**src/rtl/round_timer_ctrl_if.sv**
```systemverilog
`default_nettype none
// +----------------------------------------------------------------------------+
// | Module      : round_timer_ctrl_if                                          |
// | Description : Control/status bus between the round timer sequencer and     |
// |               the two cascaded BCD down-counter digits (tens, units).      |
// | Revision    : 1.0 - initial release                                        |
// +----------------------------------------------------------------------------+
interface round_timer_ctrl_if;
    logic [3:0] q_tens;
    logic [3:0] q_units;
    logic       ld_tens_n;
    logic       ld_units_n;
    logic [3:0] d_tens;
    logic [3:0] d_units;
    logic       ctp;
    logic       ctt_units;
    logic       ctt_tens;

    // Sequencer side: watches the digits, drives load/enable controls.
    modport master (
        input  q_tens,
        input  q_units,
        output ld_tens_n,
        output ld_units_n,
        output d_tens,
        output d_units,
        output ctp,
        output ctt_units,
        output ctt_tens
    );

    // Counter-digit side.
    modport slave (
        output q_tens,
        output q_units,
        input  ld_tens_n,
        input  ld_units_n,
        input  d_tens,
        input  d_units,
        input  ctp,
        input  ctt_units,
        input  ctt_tens
    );
endinterface
`default_nettype wire

```
**src/rtl/round_timer_ctrl.sv**
```systemverilog
`default_nettype none
// +----------------------------------------------------------------------------+
// | Module      : round_timer_ctrl                                             |
// | Description : Two-digit BCD round countdown sequencer: one-second          |
// |               prescaler, digit load/borrow control, pause and expiry.      |
// | Revision    : 1.0 - initial release                                        |
// +----------------------------------------------------------------------------+
module round_timer_ctrl #(
    parameter int TICK_DIV = 50000000,
    parameter int TICK_W   = 26
) (
    input  wire                 CP,
    input  wire                 CR,
    input  wire                 start,
    input  wire                 pause,
    input  wire  [3:0]          preset_tens,
    input  wire  [3:0]          preset_units,
    round_timer_ctrl_if.master  dig,
    output logic                running,
    output logic                paused,
    output logic                timeout
);

    typedef enum logic [2:0] {
        ST_IDLE  = 3'd0,
        ST_LOAD  = 3'd1,
        ST_RUN   = 3'd2,
        ST_PAUSE = 3'd3,
        ST_DONE  = 3'd4
    } state_t;

    localparam logic [TICK_W-1:0] TICK_LAST = TICK_W'(TICK_DIV - 1);
    localparam logic [3:0]        DIGIT_MAX = 4'd9;

    state_t              state_q, state_d;
    logic [TICK_W-1:0]   presc_q, presc_d;
    logic                start_q;

    logic                ld_tens_n_q,  ld_tens_n_d;
    logic                ld_units_n_q, ld_units_n_d;
    logic [3:0]          d_tens_q,     d_tens_d;
    logic [3:0]          d_units_q,    d_units_d;
    logic                ctp_q,        ctp_d;
    logic                ctt_units_q,  ctt_units_d;
    logic                ctt_tens_q,   ctt_tens_d;
    logic                running_q,    running_d;
    logic                paused_q,     paused_d;
    logic                timeout_q,    timeout_d;

    logic                start_rise;
    logic                tick_now;
    logic                tick_next;
    logic                q_zero;
    logic                q_last;

    function automatic logic [3:0] clamp_bcd(input logic [3:0] v);
        return (v > DIGIT_MAX) ? DIGIT_MAX : v;
    endfunction

    assign start_rise = start & ~start_q;
    assign tick_now   = (state_q == ST_RUN) && (presc_q == TICK_LAST);
    assign q_zero     = (dig.q_tens == 4'd0) && (dig.q_units == 4'd0);
    assign q_last     = (dig.q_tens == 4'd0) && (dig.q_units == 4'd1);

    always_comb begin
        state_d = state_q;
        presc_d = presc_q;
        case (state_q)
            ST_IDLE: begin
                if (start_rise) state_d = ST_LOAD;
            end
            ST_LOAD: begin
                presc_d = '0;
                state_d = ((d_tens_q == 4'd0) && (d_units_q == 4'd0)) ? ST_DONE : ST_RUN;
            end
            ST_RUN: begin
                presc_d = tick_now ? '0 : presc_q + TICK_W'(1);
                if (start_rise)                        state_d = ST_LOAD;
                else if (q_zero || (tick_now && q_last)) state_d = ST_DONE;
                else if (pause)                        state_d = ST_PAUSE;
            end
            ST_PAUSE: begin
                if (start_rise)  state_d = ST_LOAD;
                else if (!pause) state_d = ST_RUN;
            end
            ST_DONE: begin
                if (start_rise) state_d = ST_LOAD;
            end
            default: state_d = ST_IDLE;
        endcase
        if ((state_d != ST_RUN) && (state_d != ST_PAUSE)) presc_d = '0;
    end

    // Outputs are registered, so they are decided one cycle ahead from the
    // next state. The digits cannot change on the cycle before a tick as long
    // as TICK_DIV >= 2, so the current q values are valid for that decision.
    assign tick_next = (state_d == ST_RUN) && (presc_d == TICK_LAST);

    always_comb begin
        ld_tens_n_d  = 1'b1;
        ld_units_n_d = 1'b1;
        d_tens_d     = 4'd0;
        d_units_d    = 4'd0;
        ctp_d        = 1'b0;
        ctt_units_d  = 1'b0;
        ctt_tens_d   = 1'b0;
        running_d    = (state_d == ST_RUN);
        paused_d     = (state_d == ST_PAUSE);
        timeout_d    = (state_d == ST_DONE) && (state_q != ST_DONE);
        if (state_d == ST_LOAD) begin
            ld_tens_n_d  = 1'b0;
            ld_units_n_d = 1'b0;
            d_tens_d     = clamp_bcd(preset_tens);
            d_units_d    = clamp_bcd(preset_units);
        end else if (tick_next) begin
            if (dig.q_units != 4'd0) begin
                ctp_d       = 1'b1;
                ctt_units_d = 1'b1;
            end else if (dig.q_tens != 4'd0) begin
                // Borrow: reload units with 9 while the tens digit steps down.
                ld_units_n_d = 1'b0;
                d_units_d    = DIGIT_MAX;
                ctp_d        = 1'b1;
                ctt_tens_d   = 1'b1;
            end
        end
    end

    always_ff @(posedge CP or posedge CR) begin
        if (CR) begin
            state_q      <= ST_IDLE;
            presc_q      <= '0;
            start_q      <= 1'b0;
            ld_tens_n_q  <= 1'b1;
            ld_units_n_q <= 1'b1;
            d_tens_q     <= 4'd0;
            d_units_q    <= 4'd0;
            ctp_q        <= 1'b0;
            ctt_units_q  <= 1'b0;
            ctt_tens_q   <= 1'b0;
            running_q    <= 1'b0;
            paused_q     <= 1'b0;
            timeout_q    <= 1'b0;
        end else begin
            state_q      <= state_d;
            presc_q      <= presc_d;
            start_q      <= start;
            ld_tens_n_q  <= ld_tens_n_d;
            ld_units_n_q <= ld_units_n_d;
            d_tens_q     <= d_tens_d;
            d_units_q    <= d_units_d;
            ctp_q        <= ctp_d;
            ctt_units_q  <= ctt_units_d;
            ctt_tens_q   <= ctt_tens_d;
            running_q    <= running_d;
            paused_q     <= paused_d;
            timeout_q    <= timeout_d;
        end
    end

    assign dig.ld_tens_n  = ld_tens_n_q;
    assign dig.ld_units_n = ld_units_n_q;
    assign dig.d_tens     = d_tens_q;
    assign dig.d_units    = d_units_q;
    assign dig.ctp        = ctp_q;
    assign dig.ctt_units  = ctt_units_q;
    assign dig.ctt_tens   = ctt_tens_q;
    assign running        = running_q;
    assign paused         = paused_q;
    assign timeout        = timeout_q;

endmodule
`default_nettype wire

```
**src/flat_wrapper.sv**
```systemverilog
// flat-port wrapper written by rule: the top's interface ports become plain ports
module round_timer_ctrl_flat 
#(
    parameter int TICK_DIV = 50000000,
    parameter int TICK_W   = 26
)
  (CP, CR, start, pause, preset_tens, preset_units, running, paused, timeout, dig_q_tens, dig_q_units, dig_ld_tens_n, dig_ld_units_n, dig_d_tens, dig_d_units, dig_ctp, dig_ctt_units, dig_ctt_tens);
  round_timer_ctrl_if dig_i ();
  input  wire CP;
  input  wire CR;
  input  wire start;
  input  wire pause;
  input  wire  [3:0] preset_tens;
  input  wire  [3:0] preset_units;
  output logic running;
  output logic paused;
  output logic timeout;
  input wire logic [$bits(dig_i.q_tens)-1:0] dig_q_tens;
  input wire logic [$bits(dig_i.q_units)-1:0] dig_q_units;
  output wire logic [$bits(dig_i.ld_tens_n)-1:0] dig_ld_tens_n;
  output wire logic [$bits(dig_i.ld_units_n)-1:0] dig_ld_units_n;
  output wire logic [$bits(dig_i.d_tens)-1:0] dig_d_tens;
  output wire logic [$bits(dig_i.d_units)-1:0] dig_d_units;
  output wire logic [$bits(dig_i.ctp)-1:0] dig_ctp;
  output wire logic [$bits(dig_i.ctt_units)-1:0] dig_ctt_units;
  output wire logic [$bits(dig_i.ctt_tens)-1:0] dig_ctt_tens;
  assign dig_i.q_tens = dig_q_tens;
  assign dig_i.q_units = dig_q_units;
  assign dig_ld_tens_n = dig_i.ld_tens_n;
  assign dig_ld_units_n = dig_i.ld_units_n;
  assign dig_d_tens = dig_i.d_tens;
  assign dig_d_units = dig_i.d_units;
  assign dig_ctp = dig_i.ctp;
  assign dig_ctt_units = dig_i.ctt_units;
  assign dig_ctt_tens = dig_i.ctt_tens;
  round_timer_ctrl #(.TICK_DIV(TICK_DIV), .TICK_W(TICK_W)) u_core (.CP(CP), .CR(CR), .start(start), .pause(pause), .preset_tens(preset_tens), .preset_units(preset_units), .dig(dig_i), .running(running), .paused(paused), .timeout(timeout));
endmodule
```
**config.mk**
```make
export PLATFORM = sky130hd
export DESIGN_NAME = round_timer_ctrl_flat
export DESIGN_NICKNAME = d
export VERILOG_FILES = /design/src/rtl/round_timer_ctrl_if.sv /design/src/rtl/round_timer_ctrl.sv /design/src/flat_wrapper.sv
export SDC_FILE = /design/constraint.sdc
export NUM_CORES = 1
export LEC_CHECK = 0
export ABC_AREA = 1
export ABC_CLOCK_PERIOD_IN_PS = 2800
export BUFFER_PORTS_ARGS = -buffer_cell sky130_fd_sc_hd__clkbuf_2
export CELL_PAD_IN_SITES_DETAIL_PLACEMENT = 0
export CELL_PAD_IN_SITES_GLOBAL_PLACEMENT = 1
export CORE_ASPECT_RATIO = 1.25
export CORE_MARGIN = 4
export CORE_UTILIZATION = 28
export CTS_CLUSTER_DIAMETER = 100
export CTS_CLUSTER_SIZE = 20
export DETAILED_ROUTE_END_ITERATION = 12
export HOLD_SLACK_MARGIN = 0.06
export PLACE_DENSITY = 0.66
export REMOVE_ABC_BUFFERS = 1
export SLEW_MARGIN = 20
export SYNTH_ARGS = -nofsm -noshare
export SYNTH_HDL_FRONTEND = slang
export SYNTH_SLANG_ARGS = --single-unit
```
**constraint.sdc**
```tcl
create_clock -name CP -period 2.8 [get_ports CP]
set_input_delay 0.56 -clock CP [delete_from_list [all_inputs] [get_ports CP]]
set_output_delay 0.56 -clock CP [all_outputs]
set_load 0.005 [all_outputs]
```
Yosys cells after proc, flatten, opt, wreduce, memory -nomap -nowiden
Cells that the tools add are included.
- reduce and logical (&&, ||, !) cells: 17
- equality and inequality tests: 14
- bitwise logic cells: 2
- add/subtract/negate cells: 1
- $lt $le $gt $ge: 2
- mux-type cells: 33
- operators by type and width (cell ; number):
    26-bit equality test (second input constant) ; 2
    26-bit two-way mux ; 2
    26-bit case mux with 2 select lines ; 1
    4-bit two-way mux ; 7
    26-bit by 1-bit adder with 26-bit output (second input constant) ; 1
    3-bit two-way mux ; 7
    4-bit zero test ; 4
    1-bit two-way mux ; 15
    3-bit by 2-bit equality test with 1-bit output (second input constant) ; 4
    3-bit case mux with 4 select lines ; 1
    4-bit greater-than comparator (second input constant) ; 2
    1-bit logical AND ; 8
    4-bit nonzero test ; 2
    3-bit by 1-bit equality test with 1-bit output (second input constant) ; 2
    3-bit equality test (second input constant) ; 2
    3-bit by 2-bit inequality test with 1-bit output (second input constant) ; 2
    4-bit by 1-bit equality test with 1-bit output (second input constant) ; 1
    3-bit zero test ; 1
    3-bit inequality test (second input constant) ; 1
    2-bit OR reduction ; 1
    1-bit bitwise AND ; 1
    1-bit logical OR ; 1
    1-bit inverter ; 1
- input bits: 20
- output and inout bits: 16
- register bits after elaboration: 46

Logic depth before layout (Yosys ltp)
Gate-level depths: netlist of the first run.
- word-level depth: 14
- depth in mapped cells: 17
- gate-level depth less buffers: 17

Worst setup path before layout of the first run
Ideal clock, no wire load.
- kind: input port to flip-flop
- from: input port dig_q_units[3]
- to: register u_core.ld_units_n_q, in the netlist u_core.dig.ld_units_n
- cell stages on the path: 13
- data required time: 2727 ps
- arrival: 1946 ps
- library setup time: 73 ps
- path slack: 782 ps
- cells stage by stage: or2_2 -> nor3_2 -> nand2_1 -> nand3_2 -> nand2_2 -> nand2_2 -> nand2_1 -> nor2_1 -> nand3_1 -> nor2_1 -> nand4_1 -> nand2_1 -> inv_1
- word-level cells in the longest chain between the ends: 14
- elaborated cells between the ends (all ways): 21
- classes of those cells: eq/ne: 6; mux: 7; reduce/logical: 8
- ends and longest elaborated chain (what ; line ; RTL):
    from (decl) ; flat_wrapper.sv:19 ; input wire logic [$bits(dig_i.q_units)-1:0] dig_q_units;
    4-bit by 1-bit equality test with 1-bit output ; round_timer_ctrl.sv:63 ; assign q_last = (dig.q_tens == 4'd0) && (dig.q_units == 4'd1);
    1-bit logical AND ; round_timer_ctrl.sv:63 ;
    1-bit logical AND ; round_timer_ctrl.sv:79 ; else if (q_zero || (tick_now && q_last)) state_d = ST_DONE;
    1-bit logical OR ; round_timer_ctrl.sv:79 ;
    3-bit two-way mux ; round_timer_ctrl.sv:79 ;
    3-bit two-way mux ; round_timer_ctrl.sv:78 ; if (start_rise) state_d = ST_LOAD;
    3-bit case mux with 4 select lines ; round_timer_ctrl.sv:68 ; case (state_q)
    3-bit by 2-bit inequality test with 1-bit output ; round_timer_ctrl.sv:91 ; if ((state_d != ST_RUN) && (state_d != ST_PAUSE)) presc_d = '0;
    1-bit logical AND ; round_timer_ctrl.sv:91 ;
    26-bit two-way mux ; round_timer_ctrl.sv:91 ;
    26-bit equality test ; round_timer_ctrl.sv:97 ; assign tick_next = (state_d == ST_RUN) && (presc_d == TICK_LAST);
    1-bit logical AND ; round_timer_ctrl.sv:97 ;
    1-bit two-way mux ; round_timer_ctrl.sv:115 ; end else if (tick_next) begin
    1-bit two-way mux * ; round_timer_ctrl.sv:110 ; if (state_d == ST_LOAD) begin
    named net u_core.ld_units_n_d ; round_timer_ctrl.sv:40 ; logic ld_units_n_q, ld_units_n_d;
    to (signal assigned) ; round_timer_ctrl.sv:149 ; ld_units_n_q <= ld_units_n_d;
    to (decl) ; round_timer_ctrl.sv:40 ;
The timed path passes the listed nets; every way through them passes the cells marked *.

Final worst setup path of the first run
- from: register u_core.presc_q[0]
- to: register u_core.ctp_q, in the netlist u_core.dig.ctp
- word-level cells in the longest chain between the ends: 14
- elaborated cells between the ends (all ways): 20
- classes of those cells: add/sub: 1; eq/ne: 6; mux: 8; reduce/logical: 5
- ends and longest elaborated chain (what ; line ; RTL):
    from (decl) ; round_timer_ctrl.sv:36 ; logic [TICK_W-1:0] presc_q, presc_d;
    from (signal assigned) ; round_timer_ctrl.sv:146 ; presc_q <= presc_d;
    26-bit equality test ; round_timer_ctrl.sv:61 ; assign tick_now = (state_q == ST_RUN) && (presc_q == TICK_LAST);
    1-bit logical AND ; round_timer_ctrl.sv:61 ;
    1-bit logical AND ; round_timer_ctrl.sv:79 ;
    1-bit logical OR ; round_timer_ctrl.sv:79 ;
    3-bit two-way mux ; round_timer_ctrl.sv:79 ;
    3-bit two-way mux ; round_timer_ctrl.sv:78 ;
    3-bit case mux with 4 select lines ; round_timer_ctrl.sv:68 ;
    3-bit by 2-bit inequality test with 1-bit output ; round_timer_ctrl.sv:91 ;
    1-bit logical AND ; round_timer_ctrl.sv:91 ;
    26-bit two-way mux * ; round_timer_ctrl.sv:91 ;
    named net u_core.presc_d[18] ; round_timer_ctrl.sv:36 ;
    26-bit equality test * ; round_timer_ctrl.sv:97 ;
    1-bit logical AND * ; round_timer_ctrl.sv:97 ;
    1-bit two-way mux * ; round_timer_ctrl.sv:115 ;
    1-bit two-way mux * ; round_timer_ctrl.sv:110 ;
    named net u_core.ctp_d ; round_timer_ctrl.sv:43 ; logic ctp_q, ctp_d;
    to (signal assigned) ; round_timer_ctrl.sv:152 ; ctp_q <= ctp_d;
    to (decl) ; round_timer_ctrl.sv:43 ;
Marked as above.

==> metrics.txt, run 1 <==
outcome=complete, no violations; Die ar.=12770 um^2; clk sinks=46; crit path kind=register to register; DP Cell Count=625; # DRC=0; final worst path period need=2.417 ns; first-pass GRT wire length=15.14 mm; synthesized instance count=454; dpl hpwl=7.206 mm; final core occ=0.3394; global placer's final weighted congestion=0.8699; Initial Util=0.2891; flop2flop setup slack=0.38 ns; clk_lat worst skew=0.29 ns; fmax=0.4137 GHz; via count=2978; worst hold path class=primary input to async pin; Worst slew margin=0.5608; CP Max Fanout=10; Pwr Total=2.213 mW; WL/cell=13.95 um; Critical Path RT=3.02 ns; root buf cell=clkbuf_16; final-report hold violation count=0; antenna violations before repair=0; sequential area share after synthesis=0.3740; critical path arrival=2.63 ns; sequential power share=0.375; core footprint=10670 um^2; ANT cells=0; Max Clock Skew=0.006925 ns; IO Pins=36; RSZ-0062 raised after global routing=no; Row Count=42; Static Leakage=1.818 nW; max_cap viols=0; NetSw=0.8597 mW; worst slew pin tran=0.6579 ns; Post-Syn Area=3084 um^2; CP Capture Type=register; Worst VDD drop=412.8 uV; synthesized flop and latch total=46; Clock Tree Buf Depth=2; clock-pin slew on the worst setup and hold paths=0.07 ns; commonest non-fill, non-tap cell in the layout=nand2_1; pins over their slew limit=0; pin count of the biggest net entering global routing=31; count of final setup violators=0; Avg Synthesized Cell Area=6.793 um^2; Distinct cells, synth=34; PortBufs=35; CTS H-tree depth=2; Vias/cell=4.705; setup bufs post-CTS=0; GR Overflow Total=0; most frequent cells in the layout=110 x nand2_1, 84 x nor2_1, 63 x inv_1; WHS=0.3403 ns; vias in the first global route=3017; pwr dens=611.2 nW/um^2; Antenna Nets Post-Route=0; height of the die=125.3 um; total internal power=1.353 mW; Clk pwr share=0.278; Synth warnings=0; fin nets=521; Fillers=1141; sw frac=0.3885; final WL=8.828 mm; period utilization=0.8632; iteration-0 DRC count of the detailed router=186; R2R depth=15; DRT Pass-1 Iters=5; ratio of cells with drive above 1 in the final layout=0.2016; CTS Buf Count=5; die width=101.9 um; Comb power frac=0.347; Synth-to-Final Area Change=17.40%; Setup crit start kind=register; GRT Total Usage=0.1501; CTS tree=done; final setup TNS=0 ns; final std cells w/o fill=633
==> logic make-up after synthesis <==
family	share of synthesized area
AO/OA/AOI/OAI	0.04382
AND/OR/NAND/NOR	0.4475
flip-flops	0.3740
buffers and inverters	0.1002
XOR/XNOR	0.03043
adder cells (fa/ha/maj)	0.004056
==> registers in the layout, summed over array words and instances (netlist names) <==
signal / count
u_core.dig.ctp: 1
u_core.dig.ctt_tens: 1
u_core.dig.ctt_units: 1
u_core.dig.d_tens: 4
u_core.dig.d_units: 4
u_core.dig.ld_tens_n: 1
u_core.dig.ld_units_n: 1
u_core.paused: 1
u_core.presc_q: 26
u_core.running: 1
u_core.start_q: 1
u_core.state_q: 3
u_core.timeout: 1
==> final cells by class <==
class	count	area, um^2	area share
Clock buffer	7	142.6	0.03939
Clock inverter	1	8.758	0.002419
Inverter	73	274.0	0.07567
Multi-Input combinational cell	329	1627	0.4492
Sequential cell	46	1154	0.3186
Tap cell	132	165.2	0.04561
Timing Repair Buffer	45	250.2	0.06911
==> power by group through the flow <==
| stage | Sequential, mW | Combinational [mW] | Clock (mW) |
|---|---|---|---|
| global route | 0.843 | 0.873 | 0.668 |
| CTS | 0.832 | 0.777 | 0.643 |
| detailed placement | 0.842 | 0.774 | 0 |
| finish | 0.830 | 0.767 | 0.615 |
| global placement | 0.842 | 0.778 | 0 |
| floorplan | 0.825 | 0.462 | 0 |
==> per-stage QoR <==
| step | area (um^2) | worst slack [ns] |
|---|---|---|
| 6_report | 3621 | 0.3830 |
| 3_5_place_dp | 3465 | 0.2757 |
| 4_1_cts | 3616 | 0.3034 |
| 5_1_grt | 3621 | 0.07421 |
| 2_1_floorplan | 3049 | 0.5468 |
| 3_3_place_gp | 3465 | 0.2578 |
==> final timing paths <==
| path | startpoint | end |
|---|---|---|
| max | u_core.presc_q[0]$_DFF_PP0_ | u_core.dig.ctp$_DFF_PP0_ |
| min | CR | u_core.dig.d_units[1]$_DFF_PP0_ |
| max reg2reg | u_core.presc_q[0]$_DFF_PP0_ | u_core.dig.ctp$_DFF_PP0_ |
| min reg2reg | u_core.state_q[2]$_DFF_PP0_ | u_core.timeout$_DFF_PP0_ |
| max in group asynchronous | CR | u_core.dig.ld_tens_n$_DFF_PP1_ |
| min in group CP | start | u_core.start_q$_DFF_PP0_ |
==> cell usage after synthesis, drive strengths merged <==
master	instances	share of area
a21oi	8	0.017
nor3	7	0.015
or2	2	0.0041
ha	1	0.0041
buf	3	0.0077
nand2	118	0.15
inv	73	0.089
nand4	16	0.037
dfrtp	44	0.36
nand3	46	0.081
nor2	100	0.15
and3	1	0.0020
o21ai	14	0.023
clkbuf	3	0.0037
nor4	1	0.0020
a31oi	1	0.0020
xor2	9	0.030
dfstp	2	0.017
nand3b	4	0.0097
a21o	1	0.0024
==> repair_timing <==
action	4_1_cts	5_1_grt
endpoints found under the setup margin	0	1
hold buffers	0	0
hold endpoints to repair	0	0
gates resized for setup	0	1
==> worst max-delay path, cell delays in order (launching register included) <==
cell     delay [ns]
dfrtp_1        0.38
ha_1           0.23
nand2_1        0.11
nor2_4         0.19
nand2_1        0.09
nor2_2         0.13
nand2_1        0.07
nand2_1        0.07
nand2_2        0.13
inv_2          0.11
a21oi_4        0.06
inv_2          0.21
nor2_1         0.11
nor3_2         0.20
nand4_2        0.13
nor2_1         0.12
==> routing by layer <==
layer / global-route usage / wire length, um / up-vias
met3: 0.02507 / 372 / 23
met5: 0 / 0 / -
met2: 0.2612 / 4638 / 80
met4: 0.07490 / 415 / 0
li1: - / - / 1510
met1: 0.1747 / 3402 / 1365
No activity file was read; power rests on OpenSTA's default activity.
==> run 2, diff against run 1 <==
Settings changed: RECOVER_POWER set to 100.
==> metrics.txt, run 2 (synthesized netlist as in run 1, its figures left out) <==
via count=2950 (was 2978); flop2flop setup slack=0.33 ns (was 0.38 ns); clk sinks=46 (unchanged); height of the die=125.3 um (unchanged); CTS H-tree depth=2 (unchanged); global placer's final weighted congestion=0.8699 (unchanged); Critical Path RT=3.02 ns (about the same); Reg with most FFs=u_core.presc_q (unchanged); Worst Hold End=u_core.start_q$_DFF_PP0_; period utilization=0.8823 (was 0.8632); fin nets=521 (unchanged); worst slew pin tran=1.177 ns (was 0.6579 ns); Static Leakage=1.770 nW (was 1.818 nW); Vias/cell=4.660 (was 4.705); die width=101.9 um (unchanged); iteration-0 DRC count of the detailed router=179 (was 186); pin count of the biggest net entering global routing=31 (unchanged); CP delay by family, top=simple AND/OR/NAND/NOR gates (unchanged); Initial Util=0.2891 (unchanged); antenna violations before repair=0 (unchanged); CTS tree=done (unchanged); R2R Path End=u_core.dig.ctp$_DFF_PP0_ (unchanged); Worst Hold Path Cells=1; first-pass GRT wire length=15.14 mm (unchanged); Row Count=42 (unchanged); ANT cells=0 (unchanged); pins over their slew limit=0 (unchanged); outcome=complete, no violations (unchanged); cells along the critical path=ha_1 > nand2_1 > nor2_4 > nand2_1 > nor2_1 > nand2_1 > nand2_1 > nand2_2 > inv_2 > a21oi_4 > inv_2 > nor2_1 > nor3_2 > nand4_1 > nor2_1 (was ha_1 > nand2_1 > nor2_4 > nand2_1 > nor2_2 > nand2_1 > nand2_1 > nand2_2 > inv_2 > a21oi_4 > inv_2 > nor2_1 > nor3_2 > nand4_2 > nor2_1); CP Capture Type=register (unchanged); most used cell, CP=nand2_1 (unchanged); count of final setup violators=0 (unchanged); R2R depth=15 (unchanged); Hold Startpoint=start; root buf cell=clkbuf_16 (unchanged); cts hold-fix bufs=0 (unchanged); Max Clock Skew=0.007505 ns (was 0.006925 ns); dpl hpwl=7.206 mm (unchanged); Synth-to-Final Area Change=16.06% (was 17.40%); final worst path period need=2.470 ns (was 2.417 ns); vias in the first global route=3017 (unchanged); IO Pins=36 (unchanged); clock-pin slew on the worst setup and hold paths=0.07 ns (about the same); Antenna Nets Post-Route=0 (unchanged); core footprint=10670 um^2 (unchanged); # DRC=0 (unchanged); pwr dens=611.4 nW/um^2 (was 611.2 nW/um^2); RSZ-0062 raised after global routing=no (unchanged); critical path arrival=2.69 ns (was 2.63 ns); post-cts resize count=0 (unchanged); final setup TNS=0 ns (unchanged); final std cells w/o fill=633 (unchanged); DRT Pass-1 Iters=4 (was 5); ratio of cells with drive above 1 in the final layout=0.1637 (was 0.2016); GRT Total Usage=0.1501 (unchanged); Worst slew margin=0.2145 (was 0.5608); setup bufs post-CTS=0 (unchanged); clk_lat worst skew=0.29 ns (about the same); CP max-delay cell=dfrtp_1 (unchanged); Worst path max stage delay=0.38 ns (about the same); worst hold path class=primary input to register (was primary input to async pin); most frequent cells in the layout=110 x nand2_1, 86 x nor2_1, 65 x inv_1 (was 110 x nand2_1, 84 x nor2_1, 63 x inv_1); final WL=8.830 mm (was 8.828 mm); final-report hold violation count=0 (unchanged); PortBufs=35 (unchanged); Clock Tree Buf Depth=2 (unchanged); Worst VDD drop=413.1 uV (was 412.8 uV); Setup crit start kind=register (unchanged); commonest non-fill, non-tap cell in the layout=nand2_1 (unchanged); CTS Buf Count=5 (unchanged); CP Max Fanout=10 (unchanged); crit path kind=register to register (unchanged); Worst R2R Start=u_core.presc_q[0]$_DFF_PP0_ (unchanged); fmax=0.4048 GHz (was 0.4137 GHz); DP Cell Count=625 (unchanged); Pwr Total=2.189 mW (was 2.213 mW); Die ar.=12770 um^2 (unchanged); Buf/Inv on CP=2 (unchanged); Largest register FFs=26 (unchanged); max_cap viols=0 (unchanged); WL/cell=13.95 um (about the same); GR Overflow Total=0 (unchanged)
==> run 2: per-stage QoR <==
step	cell area (um^2)	utilization	setup WS, ns	hold slack (ns)
after floorplan	3049	-	0.5468	0.4531
after CTS	3616	0.3390	0.3034	0.3673
final	3580	0.3356	0.3296	0.3994
after global placement	3465	0.3248	0.2578	0.5276
after detailed placement	3465	0.3248	0.2757	0.5158
after global routing	3580	0.3356	0.03833	0.4126
==> run 2: worst reg2reg max path, stage by stage (launching register included) <==
cell and delay, ns:
dfrtp_1 0.38, ha_1 0.23, nand2_1 0.11, nor2_4 0.20
nand2_1 0.08, nor2_1 0.18, nand2_1 0.08, nand2_1 0.07
nand2_2 0.12, inv_2 0.11, a21oi_4 0.06, inv_2 0.21
nor2_1 0.11, nor3_2 0.18, nand4_1 0.16, nor2_1 0.13
==> run 2: area by class of cell <==
cell class,instances,area (um^2)
fillers,1143,7088
multi-input cells,329,1610
flip-flops and latches,46,1154
inverters,73,274.0
repair buffers,45,225.2
well taps,132,165.2
clock buffers,7,142.6
clock inverters,1,8.758
==> run 2: per-layer routing <==
layer / vias to the layer above / global-route usage / routed length (um)
met2: 73 / 0.2612 / 4628
met1: 1341 / 0.1747 / 3438
met3: 25 / 0.02507 / 345
met4: 0 / 0.07490 / 419
met5: - / 0 / 0
li1: 1511 / - / -
==> run 2: power by group <==
group,switching (mW),internal [mW]
sequential,0.0755,0.755
clock,0.258,0.359
combinational,0.518,0.224
total,0.851,1.34
==> run 2: worst max path at each step <==
| stage | start | to | slack, ns | cells past startpoint |
|---|---|---|---|---|
| 2_1_floorplan | u_core.state_q[2]$_DFF_PP0_ | u_core.dig.ld_units_n$_DFF_PP1_ | 0.55 | 16 |
| 3_3_place_gp | dig_q_units[3] | u_core.timeout$_DFF_PP0_ | 0.26 | 11 |
| 3_5_place_dp | dig_q_units[3] | u_core.dig.ld_units_n$_DFF_PP1_ | 0.28 | 14 |
| 4_1_cts | u_core.presc_q[0]$_DFF_PP0_ | u_core.dig.ld_units_n$_DFF_PP1_ | 0.30 | 16 |
| 5_1_grt | u_core.presc_q[0]$_DFF_PP0_ | u_core.dig.d_tens[0]$_DFF_PP0_ | 0.04 | 13 |
| 6_report | u_core.presc_q[0]$_DFF_PP0_ | u_core.dig.ctp$_DFF_PP0_ | 0.33 | 15 |
